==> src/rtl/if_id_queue_if.sv <==
// Fetch-to-decode handshake bundle for the if_id_queue.
// The queue uses the slave view; the fetch/decode side uses master.
interface if_id_queue_if #(
    parameter int PC_W   = 64,
    parameter int INST_W = 32
);
    logic              in_valid;
    logic              in_ready;
    logic [PC_W-1:0]   in_pc;
    logic [INST_W-1:0] in_inst;
    logic              flush;
    logic              out_valid;
    logic              out_ready;
    logic [PC_W-1:0]   out_pc;
    logic [INST_W-1:0] out_inst;
    logic              out_misalign;

    modport slave (
        input  in_valid, in_pc, in_inst, flush, out_ready,
        output in_ready, out_valid, out_pc, out_inst, out_misalign
    );

    modport master (
        output in_valid, in_pc, in_inst, flush, out_ready,
        input  in_ready, out_valid, out_pc, out_inst, out_misalign
    );
endinterface

==> src/rtl/if_id_queue.sv <==
// Fetch-to-decode decoupling queue: DEPTH-entry circular buffer of {pc, inst}
// with a misalignment flag per entry; flush drops everything.
module if_id_queue #(
    parameter int DEPTH  = 2,
    parameter int PC_W   = 64,
    parameter int INST_W = 32
) (
    input  logic                         clock,
    input  logic                         reset,
    if_id_queue_if.slave                 q,
    output logic [$clog2(DEPTH+1)-1:0]   count
);
    localparam int PTR_W = (DEPTH > 1) ? $clog2(DEPTH) : 1;
    localparam int CNT_W = $clog2(DEPTH + 1);

    logic [PC_W-1:0]   pc_mem   [DEPTH];
    logic [INST_W-1:0] inst_mem [DEPTH];
    logic              mis_mem  [DEPTH];
    logic [PTR_W-1:0]  wr_ptr;
    logic [PTR_W-1:0]  rd_ptr;
    logic              push;
    logic              pop;

    // Ready and valid come from registered occupancy only, never from out_ready.
    always_comb begin
        q.in_ready  = (count != CNT_W'(DEPTH));
        q.out_valid = (count != '0);
        push        = q.in_valid && q.in_ready && !q.flush;
        pop         = q.out_valid && q.out_ready && !q.flush;
    end

    always_comb begin
        q.out_pc       = '0;
        q.out_inst     = '0;
        q.out_misalign = 1'b0;
        if (q.out_valid) begin
            q.out_pc       = pc_mem[rd_ptr];
            q.out_inst     = inst_mem[rd_ptr];
            q.out_misalign = mis_mem[rd_ptr];
        end
    end

    always_ff @(posedge clock or negedge reset) begin
        if (!reset) begin
            for (int unsigned i = 0; i < DEPTH; i++) begin
                pc_mem[i]   <= '0;
                inst_mem[i] <= '0;
                mis_mem[i]  <= 1'b0;
            end
            wr_ptr <= '0;
            rd_ptr <= '0;
            count  <= '0;
        end else if (q.flush) begin
            wr_ptr <= '0;
            rd_ptr <= '0;
            count  <= '0;
        end else begin
            if (push) begin
                pc_mem[wr_ptr]   <= q.in_pc;
                inst_mem[wr_ptr] <= q.in_inst;
                mis_mem[wr_ptr]  <= (q.in_pc[1:0] != 2'b00);
                wr_ptr           <= wr_ptr + PTR_W'(1);
            end
            if (pop) begin
                rd_ptr <= rd_ptr + PTR_W'(1);
            end
            case ({push, pop})
                2'b10:   count <= count + CNT_W'(1);
                2'b01:   count <= count - CNT_W'(1);
                default: count <= count;
            endcase
        end
    end
endmodule

==> src/flat_wrapper.sv <==
// flat-port wrapper written by rule: the top's interface ports become plain ports
module if_id_queue_flat 
#(
    parameter int DEPTH  = 2,
    parameter int PC_W   = 64,
    parameter int INST_W = 32
)
  (clock, reset, count, q_in_valid, q_in_pc, q_in_inst, q_flush, q_out_ready, q_in_ready, q_out_valid, q_out_pc, q_out_inst, q_out_misalign);
  if_id_queue_if #(.PC_W(PC_W), .INST_W(INST_W)) q_i ();
  input  logic clock;
  input  logic reset;
  output logic [$clog2(DEPTH+1)-1:0] count;
  input wire logic [$bits(q_i.in_valid)-1:0] q_in_valid;
  input wire logic [$bits(q_i.in_pc)-1:0] q_in_pc;
  input wire logic [$bits(q_i.in_inst)-1:0] q_in_inst;
  input wire logic [$bits(q_i.flush)-1:0] q_flush;
  input wire logic [$bits(q_i.out_ready)-1:0] q_out_ready;
  output wire logic [$bits(q_i.in_ready)-1:0] q_in_ready;
  output wire logic [$bits(q_i.out_valid)-1:0] q_out_valid;
  output wire logic [$bits(q_i.out_pc)-1:0] q_out_pc;
  output wire logic [$bits(q_i.out_inst)-1:0] q_out_inst;
  output wire logic [$bits(q_i.out_misalign)-1:0] q_out_misalign;
  assign q_i.in_valid = q_in_valid;
  assign q_i.in_pc = q_in_pc;
  assign q_i.in_inst = q_in_inst;
  assign q_i.flush = q_flush;
  assign q_i.out_ready = q_out_ready;
  assign q_in_ready = q_i.in_ready;
  assign q_out_valid = q_i.out_valid;
  assign q_out_pc = q_i.out_pc;
  assign q_out_inst = q_i.out_inst;
  assign q_out_misalign = q_i.out_misalign;
  if_id_queue #(.DEPTH(DEPTH), .PC_W(PC_W), .INST_W(INST_W)) u_core (.clock(clock), .reset(reset), .q(q_i), .count(count));
endmodule
==> config.mk <==
export PLATFORM = sky130hd
export DESIGN_NAME = if_id_queue_flat
export DESIGN_NICKNAME = d
export VERILOG_FILES = /design/src/rtl/if_id_queue_if.sv /design/src/rtl/if_id_queue.sv /design/src/flat_wrapper.sv
export SDC_FILE = /design/constraint.sdc
export NUM_CORES = 1
export LEC_CHECK = 0
export CORE_MARGIN = 1
export CORE_UTILIZATION = 50
export DETAILED_ROUTE_END_ITERATION = 6
export GPL_ROUTABILITY_DRIVEN = 0
export HOLD_SLACK_MARGIN = 0.06
export PLACE_DENSITY_LB_ADDON = 0.12
export RECOVER_POWER = 50
export REMOVE_ABC_BUFFERS = 1
export SLEW_MARGIN = 20
export SYNTH_ARGS = -nofsm -noshare
export SYNTH_HDL_FRONTEND = slang
export SYNTH_SLANG_ARGS = --single-unit
==> constraint.sdc <==
create_clock -name clock -period 3.1 [get_ports clock]
set_input_delay 0.31 -clock clock [delete_from_list [all_inputs] [get_ports clock]]
set_output_delay 0.31 -clock clock [all_outputs]
set_load 0.02 [all_outputs]
==> flow_metrics.env, run 1 <==
export IMPL_setup_viol=0
export IMPL_grt_overflow_total=0
export IMPL_ys_dominant_reg_cell="dfrtp_1"
export IMPL_multiInputGateArea_um2=3680
export IMPL_syn_to_final_growth_pct=31.6
export IMPL_ant_nets=0
export IMPL_grt_pass1_wl_um=31200
export IMPL_route_detailed_drc=0
export IMPL_h_tree_depth=4
export IMPL_cp_data_arrival_time_ns=2.33
export IMPL_required_ns=2.79
export IMPL_dieArea_um2=18200
export IMPL_die_w_um=135
export IMPL_cp_start_kind="flip-flop"
export IMPL_cp_end_kind="primary output"
export IMPL_vdd_ir_drop_worst_mv=0.392
export IMPL_p_int_mw=5.37
export IMPL_diodes=0
export IMPL_finalNonFillerCells=1079
export IMPL_root_buffer="clkbuf_16"
export IMPL_ys_seq_elements=198
export IMPL_power_per_cell_area_nw_per_um2=648
export IMPL_clock_latency_ns=0.43
export IMPL_avgSynthCellArea_um2=13.6
export IMPL_post_drt_wl_per_cell_um=17.7
export IMPL_p_comb_share_pct=25.3
export IMPL_grt_max_degree=99
export IMPL_vias_per_cell=5.34
export IMPL_postSynthCellCount=650
export IMPL_drt_iter0_drc=215
export IMPL_antenna_found_initial=0
export IMPL_nFillCells=1274
export IMPL_synth_seq_area_share_pct=56.1
export IMPL_fin_crit_sh_pct=85.2
export IMPL_layout_min_cycle_time_ns=2.64
export IMPL_async_reset_ff_share_pct=100
export IMPL_cp_slowest_cell="clkdlybuf4s50_1"
export IMPL_initial_core_util_pct=51.1
export IMPL_yosys_top_cells_area="dfrtp_1 (56%), mux2_2 (21%), mux2i_1 (11%)"
export IMPL_grt_usage_pct=22.1
export IMPL_crit_buf_inv=2
export IMPL_synthTopCellsByCount="dfrtp_1 (198), mux2_2 (164), nor2_1 (99), mux2i_1 (98), mux2_1 (30)"
export IMPL_cts_buffers=17
export IMPL_ctsResizeCount=0
export IMPL_report_final_hold_viol_count=0
export IMPL_p_leak_nw=4.73
export IMPL_drt_wl_total_um=19100
export IMPL_pin_count=202
export IMPL_pwr_share_clk_pct=27.7
export IMPL_p_sw_mw=2.17
export IMPL_layout_drive_gt1_share_pct=24.8
export IMPL_clock_sinks=198
export IMPL_synth_edf_count=0
export IMPL_worst_pin_slew_ns=1.45
export IMPL_die_h_um=135
export IMPL_finClkSkew_ns=0.00854
export IMPL_placed_cells=1046
export IMPL_rsz0062_at_grt="no"
export IMPL_seqCellArea_um2=4960
export IMPL_cts_tree="yes"
export IMPL_critPathKind="reg -> out"
export IMPL_io_buffers=201
export IMPL_synth_most_common_cell="dfrtp_1"
export IMPL_vias=5760
export IMPL_synthesis_area_um2=8840
export IMPL_switching_share_pct=28.7
export IMPL_cts_buffer_depth=2
export IMPL_critPathTopFamily="buffers and inverters"
export IMPL_yosys_area_top_type="dfrtp_1"
export IMPL_timing_slew_headroom_pct=3.54
export IMPL_grt_pass1_vias=6072
export IMPL_synth_cell_types=23
export IMPL_dp_hpwl_um=12600
export IMPL_path_clk_slew_ns=0.07
export IMPL_drtPass1Iterations=4
export IMPL_core_region_area_um2=17300
export IMPL_fmax_ghz=0.379
export IMPL_cpPeakStageDelay_ns=0.63
export IMPL_path_cells="buf_12 > mux2i_1 > nor2_1 > clkdlybuf4s50_1"
export IMPL_hp_class="reg -> reg"
export IMPL_slew_violations=0
export IMPL_pwr_share_seq_pct=47.0
export IMPL_fin_ws_ns=0.458
export IMPL_pre_cts_ws_ns=0.630
export IMPL_num_rows=48
export IMPL_postCtsSetupBuffers=0
export IMPL_nNetsFinal=942
export IMPL_drv_cap=0
export IMPL_cp_max_fo=79
export IMPL_fin_total_pwr_mw=7.54
export IMPL_ys_warn_count=0
export IMPL_yosysTopAreaCellShare_pct=56.1
export IMPL_outcome="completed"
==> layer usage <==
metal,share of wire (%),GRT usage (%)
met5,0,0
met4,1.6,6.93
met3,5.9,6.31
met2,50,37.8
met1,42,27.0
==> path summary, 6_finish.rpt <==
check,from,end,slack (ns),cells after the start
worst max-delay path,u_core.rd_ptr,q_out_pc[0],0.46,4
worst min-delay path,u_core.pc_mem[122],u_core.pc_mem[122],0.48,1
worst max register to register,u_core.count[1],u_core.inst_mem[58],0.53,4
worst min register to register,u_core.pc_mem[122],u_core.pc_mem[122],0.48,1
max in group asynchronous,reset,u_core.inst_mem[7],0.74,3
min in group asynchronous,reset,u_core.count[1],0.49,2
==> sequential cells by signal (all words and copies together) (netlist names) <==
| signal | cells |
|---|---|
| u_core.wr_ptr | 1 |
| u_core.pc_mem | 128 |
| u_core.inst_mem | 64 |
| u_core.count | 2 |
| u_core.rd_ptr | 1 |
| u_core.mis_mem | 2 |
==> metrics by stage <==
stage / hold WS, ns / setup TNS, ns / util, % / area, um2
6_report: 0.483 / 0 / 67.3 / 11600
5_1_grt: 0.498 / 0 / 67.3 / 11600
4_1_cts: 0.481 / 0 / 67.6 / 11700
3_5_place_dp: 0.433 / 0 / 64.3 / 11100
3_3_place_gp: 0.408 / 0 / 64.3 / 11100
2_1_floorplan: 0.0144 / -299.24 / - / 8640
==> cell usage in the layout (no fill, tap or decap) <==
cell type and count:
clkbuf_8 2, nor4_4 1, a21oi_1 4, clkbuf_16 17, clkbuf_2 3, buf_12 4
mux2_2 164, buf_4 2, nor2b_1 1, dlygate4sd3_1 1, inv_6 6, clkdlybuf4s50_1 200
o211ai_1 1, dfrtp_4 1, or2_2 2, a21o_1 1, mux2_1 30, inv_1 2
clkinv_4 1, inv_2 1, nor2_4 1, nand3b_1 1, nand4b_4 1, dfrtp_1 197
clkbuf_1 3, nor2_1 98, inv_8 2, clkinvlp_4 4, xor2_1 1, or3_1 1
mux2i_1 98, nor3b_1 1, o21ai_0 2
==> layout make-up <==
type	count	share of cell area (%)
Inverter	3	0.0968
Tap cell	225	2.42
Sequential cell	198	42.6
Multi-Input combinational cell	408	31.7
Clock buffer	19	3.81
Clock inverter	13	0.979
Timing Repair Buffer	213	18.4
==> power groups by stage <==
stage	combinational, mW	sequential, mW	clock (mW)
floorplan	1.21	3.52	0
global placement	1.86	3.53	0
detailed placement	1.94	3.59	0
CTS	1.95	3.54	2.15
global route	2.07	3.62	2.25
finish	1.91	3.54	2.09
==> cell families after synthesis <==
logic type      count (synthesis)  share of synthesized area (%)
mux                           292                           35.8
flops                         198                           56.1
simple gates                  107                           5.10
buf+inv                        44                           2.43
compound gates                  8                          0.510
xor+xnor                        1                         0.0991
==> what timing repair did <==
item / CTS / global route
hold buffers: 1 / 0
setup endpoints to repair: 0 / 0
hold endpoints to repair: 90 / 0
No activity file was read; power rests on OpenSTA's default activity.
==> run 2, diff against run 1 <==
CAP_MARGIN = 0   (was unset)
==> results of run 2 <==
Same layout as run 1: the final DEF is identical, and so are final timing and power.
